==> src/rtl/serial_subtractor.sv <==
// Bit-serial unsigned subtractor: computes a - b LSB first, one full-subtractor
// bit per clock, with a borrow flop chaining each cycle into the next.
module serial_subtractor #(
  parameter int WIDTH = 8
) (
  input  logic             clk,
  input  logic             rst_n,
  input  logic             start,
  input  logic [WIDTH-1:0] a,
  input  logic [WIDTH-1:0] b,
  output logic             busy,
  output logic             done,
  output logic [WIDTH-1:0] diff,
  output logic             borrow_out
);

  localparam int CW = $clog2(WIDTH + 1);

  localparam logic [1:0] IDLE = 2'd0;
  localparam logic [1:0] BUSY = 2'd1;
  localparam logic [1:0] DONE = 2'd2;

  logic [1:0]       state_q, state_d;
  logic [WIDTH-1:0] aSh_q, aSh_d;
  logic [WIDTH-1:0] bSh_q, bSh_d;
  logic [WIDTH-1:0] diffSh_q, diffSh_d;
  logic             borrow_q, borrow_d;
  logic [CW-1:0]    cnt_q, cnt_d;
  logic [WIDTH-1:0] diffOut_q, diffOut_d;
  logic             borrowOut_q, borrowOut_d;

  logic             cellDiff;
  logic             cellBout;
  logic [WIDTH:0]   diffShift;

  // The final bit is folded into the visible result on the same edge that
  // enters DONE, so the result registers see the complete difference.
  always_comb begin
    cellDiff    = aSh_q[0] ^ bSh_q[0] ^ borrow_q;
    cellBout    = (~aSh_q[0] & bSh_q[0]) | (~(aSh_q[0] ^ bSh_q[0]) & borrow_q);
    diffShift   = {cellDiff, diffSh_q};

    state_d     = state_q;
    aSh_d       = aSh_q;
    bSh_d       = bSh_q;
    diffSh_d    = diffSh_q;
    borrow_d    = borrow_q;
    cnt_d       = cnt_q;
    diffOut_d   = diffOut_q;
    borrowOut_d = borrowOut_q;

    case (state_q)
      IDLE, DONE: begin
        if (start) begin
          state_d  = BUSY;
          aSh_d    = a;
          bSh_d    = b;
          diffSh_d = '0;
          borrow_d = 1'b0;
          cnt_d    = '0;
        end else begin
          state_d  = IDLE;
        end
      end
      BUSY: begin
        aSh_d    = aSh_q >> 1;
        bSh_d    = bSh_q >> 1;
        diffSh_d = diffShift[WIDTH:1];
        borrow_d = cellBout;
        cnt_d    = cnt_q + CW'(1);
        if (cnt_q == CW'(WIDTH - 1)) begin
          state_d     = DONE;
          diffOut_d   = diffShift[WIDTH:1];
          borrowOut_d = cellBout;
        end
      end
      default: state_d = IDLE;
    endcase
  end

  always_ff @(posedge clk or negedge rst_n) begin
    if (!rst_n) begin
      state_q     <= IDLE;
      aSh_q       <= '0;
      bSh_q       <= '0;
      diffSh_q    <= '0;
      borrow_q    <= 1'b0;
      cnt_q       <= '0;
      diffOut_q   <= '0;
      borrowOut_q <= 1'b0;
    end else begin
      state_q     <= state_d;
      aSh_q       <= aSh_d;
      bSh_q       <= bSh_d;
      diffSh_q    <= diffSh_d;
      borrow_q    <= borrow_d;
      cnt_q       <= cnt_d;
      diffOut_q   <= diffOut_d;
      borrowOut_q <= borrowOut_d;
    end
  end

  assign busy       = (state_q == BUSY);
  assign done       = (state_q == DONE);
  assign diff       = diffOut_q;
  assign borrow_out = borrowOut_q;

endmodule

==> config.mk <==
export PLATFORM = sky130hd
export DESIGN_NAME = serial_subtractor
export DESIGN_NICKNAME = d
export VERILOG_FILES = /design/src/rtl/serial_subtractor.sv
export SDC_FILE = /design/constraint.sdc
export NUM_CORES = 1
export LEC_CHECK = 0
export ABC_AREA = 1
export CAP_MARGIN = 15
export CORE_ASPECT_RATIO = 0.8
export CORE_MARGIN = 5
export CORE_UTILIZATION = 50
export DETAILED_ROUTE_END_ITERATION = 12
export PLACE_DENSITY = 0.86
export SLEW_MARGIN = 20
export SYNTH_ARGS = -nofsm -noshare
export SYNTH_HDL_FRONTEND = slang
export SYNTH_SLANG_ARGS = --single-unit
export TNS_END_PERCENT = 10
==> constraint.sdc <==
create_clock -name clk -period 1.21 [get_ports clk]
set_input_delay 0.1815 -clock clk [delete_from_list [all_inputs] [get_ports clk]]
set_output_delay 0.1815 -clock clk [all_outputs]
set_load 0.01 [all_outputs]
==> results of run 1 <==
==> report_power, final <==
| part | switching [W] | total [W] | internal (W) |
|---|---|---|---|
| sequential | 0.000353 | 0.00225 | 0.00190 |
| combinational | 0.00151 | 0.00262 | 0.00112 |
| clock | 0.000420 | 0.000866 | 0.000447 |
==> cells in the final DEF, fill, tap and decap left out <==
cell | netlist | routed
nand2_1 | 115 | 113
nand2_4 | 1 | 3
ha_4 | 0 | 1
o22ai_1 | 7 | 5
nand4_1 | 1 | 1
nand2_2 | 1 | 2
clkbuf_8 | 0 | 6
nor2_4 | 1 | 3
o21ai_0 | 2 | 1
nor2_2 | 1 | 1
dlygate4sd3_1 | 0 | 1
clkinv_2 | 0 | 1
dfrtp_1 | 39 | 39
o21ai_1 | 0 | 1
buf_12 | 0 | 2
inv_6 | 0 | 1
fa_1 | 1 | 1
clkdlybuf4s50_1 | 0 | 17
nor2_1 | 4 | 2
dlygate4sd2_1 | 0 | 9
inv_2 | 1 | 2
or2_2 | 1 | 1
nand3_1 | 4 | 4
buf_4 | 0 | 10
a21oi_1 | 1 | 1
buf_6 | 1 | 1
inv_1 | 27 | 26
o22ai_2 | 0 | 2
buf_2 | 3 | 4
==> per-stage QoR <==
stage / area (µm²) / power, W / utilization (%) / setup TNS [ps]
global route: 2300 / 0.00625 / 68.2 / -108
global placement: 2120 / 0.00457 / 62.7 / -2670
finish: 2300 / 0.00574 / 68.2 / 0
detailed placement: 2120 / 0.00470 / 62.7 / -3330
CTS: 2220 / 0.00553 / 65.8 / -91.0
floorplan: 1720 / 0.00373 / - / 0
==> worst max-delay path, stage by stage, from the launching register on <==
cell     delay (ps)
dfrtp_1         420
ha_4            180
nand3_1         130
nor2_4           60
buf_2           150
buf_4           130
==> repair_timing <==
| item | in CTS | in global routing |
|---|---|---|
| gates resized for setup | 21 | 13 |
| hold endpoints to repair | 15 | 0 |
| buffers inserted | 1 | 5 |
| hold buffers | 1 | 0 |
| pin swaps | 0 | 4 |
| gates cloned | 0 | 1 |
| endpoints found under the setup margin | 20 | 34 |
==> state kept, by name, indices dropped and copies added, names as in the netlist <==
name,cells
aSh_q,8
bSh_q,8
diff,8
diffSh_q,7
cnt_q,4
state_q,2
borrow_out,1
borrow_q,1
==> layout make-up <==
class	instances	area share, %
clock inverter	1	0.217
timing repair buffer	44	17.6
inverter	29	4.95
sequential	39	42.4
tap	42	2.28
multi-input combinational	142	29.0
clock buffer	6	3.59
==> logic make-up after synthesis <==
group,after synthesis
adder cells (fa/ha/maj),2
buffers and inverters,33
AO/OA/AOI/OAI,10
AND/OR/NAND/NOR,129
flip-flops,39
==> worst paths after layout <==
path / cells after the start / endpoint / slack [ps]
setup / recovery: 5 / state_q[1] / 30
hold / removal: 2 / aSh_q[3] / 330
setup reg to reg: 5 / state_q[1] / 30
hold reg to reg: 2 / diff[3] / 470
max in group asynchronous: 3 / diffSh_q[2] / 420
min in group clk: 3 / aSh_q[7] / 430
==> metal layers <==
layer	up-vias	GRT usage, %	share of wire, %	wire length (µm)
li1	731	-	-	-
met5	-	0	0	0
met4	0	7.21	2.3	85
met1	651	23.1	45	1660
met3	9	5.63	5.0	186
met2	34	24.8	48	1800
==> impl_results.md, run 1 <==
- Status: complete, no violations
- CTS tree: built
- Hold Path Class: in2async
- Die height: 62.4 µm
- Initial core utilization: about half
- Ys async rst share: 100%
- Post-synth top area cell: dfrtp_1
- Final worst slack: 33.4 ps
- Synth Area in Compound Gates: 3.42%
- EDFF count, synth: 0
- Layout cells sized above 1: 15.3%
- Site Rows: 19
- Least-Margin Pin Slew: 380 ps
- Final HPWL DP: between 2000 and 2500 µm
- Max frequency: 850 MHz
- Final std cells w/o fill: 303
- GRT Resource Usage Total: 17.0%
- Tcrit/Tclk final: 97.2%
- Filler cells: between 200 and 300
- Clk sink count: 39
- Hold_ws: 330 ps
- Post-Synthesis Cells: 213
- Cell Area, Synth: 0.00172 mm²
- Number of nets in the layout: 282
- Wire length per cell: between 10 and 15 µm
- DP Worst Slack: -219 ps
- Sequential cell area: approximately 1000 µm²
- Crit path from: cnt_q[1]
- Ports: 30
- RD Place Congestion: 0.789
- Vias per cell: 4.70
- Pwr/cell area: 2490 mW/mm²
- Root buf cell: clkbuf_8
- Yosys cell types: 20
- Wirelength, routed: 3730 µm
- Largest net degree at the start of global routing: 25
- Worst EP required: about 1400 ps
- Final setup fails: 0
- XOR/XNOR Fraction of Synth Area: 0%
- TritonCTS buffer count: 5
- RSZ-0062 raised after global routing: yes
- Critical path peak fanout: 5
- Synth Area in Simple Gates: 29.9%
- Mapped Avg Cell Area: 8.07 µm²
- Core area: around 0.0034 mm²
- Drc violations: 0
- Largest family of logic cells by synthesized area: simple AND/OR/NAND/NOR gates
- Sequential area share after synthesis: 56.8%
- Die width: 75.6 µm
- Clock Skews: about 13 ps
- Final ANT Viol Nets: 0
- Crit. End Element: flip-flop
- Final-report hold violation count: 0
- Initial antenna violation count: 0
- Worst-path clk slew: 80 ps
- Dominant cells by area after synthesis: dfrtp_1 (57%), nand2_1 (25%), inv_1 (5.9%)
- Synth Net Count: between 200 and 250
- Worst setup SP type: flip-flop
- First-pass GRT wire length: 6150 µm
- Static Leak: between 1 and 1.5 nW
- Initial DRT Pass Iterations: 4
- Post-synthesis register bit count: 39
- Placed insts: 288
- Crit path DAT: 1360 ps
- Peak supply drop: about 0.0014 V
- Vias in the first global route: about 1400
- GRT Residual Overflow: 0
- Mux share of post-synthesis cell area: 0%
- Die Area: between 0.004 and 0.005 mm²
- Fin. max-slew vios: 0
- Clock Tree Buf Depth: 2
- Max Cap Viol: 0
- Port Buffers: 29
- Ant diodes: 0
- Clk_lat worst skew: 290 ps
- H-tree Lvls: 2
- RR Startpoint: cnt_q[1]
- P&R area growth vs syn: 33.9%
- Via Count: between 1000 and 1500
- Warnings from Yosys: 0
- Synth top area share: 56.8%
- 1st-iter DRT viols: 112
- Multi-input logic area: between 600 and 700 µm²
- Commonest cells post-synth: nand2_1 (115), dfrtp_1 (39), inv_1 (27), o22ai_1 (7)
- Adder-Cell Fraction of Synth Area: under 10%
- Headroom to the max-slew limit: 74.7%
- Top_reg_cell synth: dfrtp_1
- CP Class: reg2reg
- Most frequent cell after synthesis: nand2_1
- Crit path time final: ~1200 ps
Power figures use the tool's default switching activity.
==> run 2: changes to the inputs <==
Settings changed: CAP_MARGIN 15 to 20, DONT_BUFFER_PORTS from default to 1, PLACE_DENSITY 0.86 to 0.75.
==> run 2 against run 1 <==
Net effect:
- combinational power down 15%
- critical path depth decreased by 3
- non-clock buffer count fell by 30
- die area unchanged
- maximum frequency down 1.8%
- first-iteration DRC count is 36% lower
==> impl_results.md, run 2 (synthesis gave the netlist of run 1 again) <==
- H-tree Lvls: 2 (unchanged)
- Crit path time final: 1200 ps (was 1180 ps)
- Fin. max-slew vios: 0 (unchanged)
- Placed insts: 259 (was 288)
- Clk sink count: 39 (unchanged)
- Final worst slack: 12.1 ps (was 33.4 ps)
- DP Area: 0.00182 mm² (was 0.00212 mm²)
- Pwr/cell area: 2730 mW/mm² (was 2490 mW/mm²)
- Fin Setup TNS: 0 ps (unchanged)
- Ports: 30 (unchanged)
- Layout cells sized above 1: 15.1% (was 15.3%)
- Initial DRT Pass Iterations: 4 (unchanged)
- Initial core utilization: 50.9% (unchanged)
- Critical path peak fanout: 3 (was 5)
- Die Area: 0.00472 mm² (unchanged)
- Ant diodes: 0 (unchanged)
- Multi-input logic area: 647 µm² (was 667 µm²)
- Die width: 75.6 µm (unchanged)
- Headroom to the max-slew limit: 82.8% (was 74.7%)
- Most common cell after layout, fill and taps aside: nand2_1 (unchanged)
- First-pass GRT wire length: 5770 µm (was 6150 µm)
- Max frequency: 835 MHz (was 850 MHz)
- Final-report hold violation count: 0 (unchanged)
- Clock Skews: 4.58 ps (was 12.5 ps)
- Most frequent cells in the layout: nand2_1 (113), dfrtp_1 (39), inv_1 (26), buf_4 (9) (was nand2_1 (113), dfrtp_1 (39), inv_1 (26), clkdlybuf4s50_1 (17), buf_4 (10))
- DP Worst Slack: -61.1 ps (was -219 ps)
- 1st-iter DRT viols: 72 (was 112)
- Vias per cell: 4.94 (was 4.70)
- Worst setup SP type: flip-flop (unchanged)
- Largest net degree at the start of global routing: 40 (was 25)
- CTS tree: built (unchanged)
- Drc violations: 0 (unchanged)
- Peak supply drop: 0.00136 V (was 0.00138 V)
- Slowest stage delay, CP: 400 ps (was 420 ps)
- Via Count: 1353 (was 1425)
- Final HPWL DP: 2160 µm (was 2470 µm)
- Crit path DAT: 1020 ps (was 1360 ps)
- Slowest stage cell, crit path: dfrtp_1 (unchanged)
- Static Leak: 1.11 nW (was 1.25 nW)
- Least-Margin Pin Slew: 257 ps (was 380 ps)
- CP top delay family: flip-flops (unchanged)
- GRT Resource Usage Total: 15.9% (was 17.0%)
- TritonCTS buffer count: 5 (unchanged)
- CP Class: reg2out (was reg2reg)
- Root buf cell: clkbuf_8 (unchanged)
- Final setup fails: 0 (unchanged)
- Site Rows: 19 (unchanged)
- Max Cap Viol: 0 (unchanged)
- Buf+Inv Stages, Crit Path: 1 (was 2)
- Finished Cell Area: 0.00202 mm² (was 0.00230 mm²)
- Number of nets in the layout: 252 (was 282)
- Worst EP required: 1030 ps (was 1390 ps)
- Worst-path clk slew: 70 ps (was 80 ps)
- P&R area growth vs syn: 17.7% (was 33.9%)
- Clock Tree Buf Depth: 2 (unchanged)
- Port Buffers: 0 (was 29)
- Crit path cell chain: buf_4 -> nor2_2 (was ha_4 -> nand3_1 -> nor2_4 -> buf_2 -> buf_4)
- Core area: 0.00338 mm² (unchanged)
- RD Place Congestion: 0.730 (was 0.789)
- Initial antenna violation count: 0 (unchanged)
- Final std cells w/o fill: 274 (was 303)
- Clk_lat worst skew: 290 ps (about the same)
- Crit. End Element: output port (was flip-flop)
- GRT Residual Overflow: 0 (unchanged)
- Filler cells: 302 (was 258)
- Tcrit/Tclk final: 99.0% (was 97.2%)
- Hold Path Class: in2reg (was in2async)
- Status: complete, no violations (unchanged)
- Wire length per cell: 12.7 µm (was 12.3 µm)
- Sequential cell area: 976 µm² (unchanged)
- Vias in the first global route: 1307 (was 1418)
- Final ANT Viol Nets: 0 (unchanged)
- Wirelength, routed: 3470 µm (was 3730 µm)
- Die height: 62.4 µm (unchanged)
- RSZ-0062 raised after global routing: yes (unchanged)
run 2: changes by cell type in the layout (fill, tap and decap cells not counted), moves of 2 or more:
cell | previous run | this run
o22ai_1 | 5 | 7
dlygate4sd2_1 | 9 | 0
clkdlybuf4s50_1 | 17 | 0
o22ai_2 | 2 | 0
buf_2 | 4 | 1
run 2: worst paths after layout:
kind / from / endpoint / slack, ps / depth (start not counted)
worst min-delay path: a[7] / aSh_q[7] / 30 / 2
worst max register to register: aSh_q[0] / diff[7] / 30 / 3
max in group asynchronous: rst_n / bSh_q[6] / 690 / 2
min in group asynchronous: rst_n / diff[1] / 330 / 2
worst min register to register: diffSh_q[5] / diff[4] / 470 / 2
worst max-delay path: state_q[0] / done / 10 / 2
run 2: final cells by class:
| class | count | area share (%) |
|---|---|---|
| flip-flops and latches | 39 | 48.2 |
| repair buffers | 14 | 6.62 |
| inverters | 29 | 5.63 |
| clock buffers | 8 | 4.95 |
| multi-input cells | 142 | 32.0 |
| well taps | 42 | 2.60 |
run 2: through the flow:
step                      total power [W]  hold slack [ps]  utilization (%)
after detailed placement          0.00428             -113             53.9
after global placement            0.00421             -113             53.9
after CTS                         0.00532             34.0             58.2
final                             0.00553             33.4             59.9
after global routing              0.00603             34.2             59.9
after floorplan                   0.00373             -114                -
run 2: routing by layer:
layer  GRT usage, %  vias up  wire length, µm
li1               -      678                -
met1           21.0      636             1540
met2           23.6       32             1660
met3           4.34        7              189
met4           8.08        0               80
met5              0        -                0
run 2: power by group:
part | switching, W | leakage, nW | internal (W) | total (W)
combinational | 0.00132 | 0.564 | 0.000919 | 0.00224
sequential | 0.000437 | 0.490 | 0.00190 | 0.00234
clock | 0.000432 | 0.0515 | 0.000520 | 0.000952
run 2: worst register-to-register path: stages, from the launching register on:
cell     delay [ps]
dfrtp_1         410
fa_1            570
nand2_1          80
nand2_1          70
run 2: what timing repair did:
item                                    4_1_cts  5_1_grt
endpoints found under the hold margin        39        0
resized for setup                             3       12
hold buffers                                  2        0
buffers inserted                              1        2
gates cloned                                  0        2
pin swaps                                     0        5
endpoints found under the setup margin       10       17
==> run 3: changes to the inputs <==
Settings changed: CTS_CLUSTER_DIAMETER from default to 200.
==> results of run 3 <==
The final DEF is identical to that of run 2; final timing and power are the same.
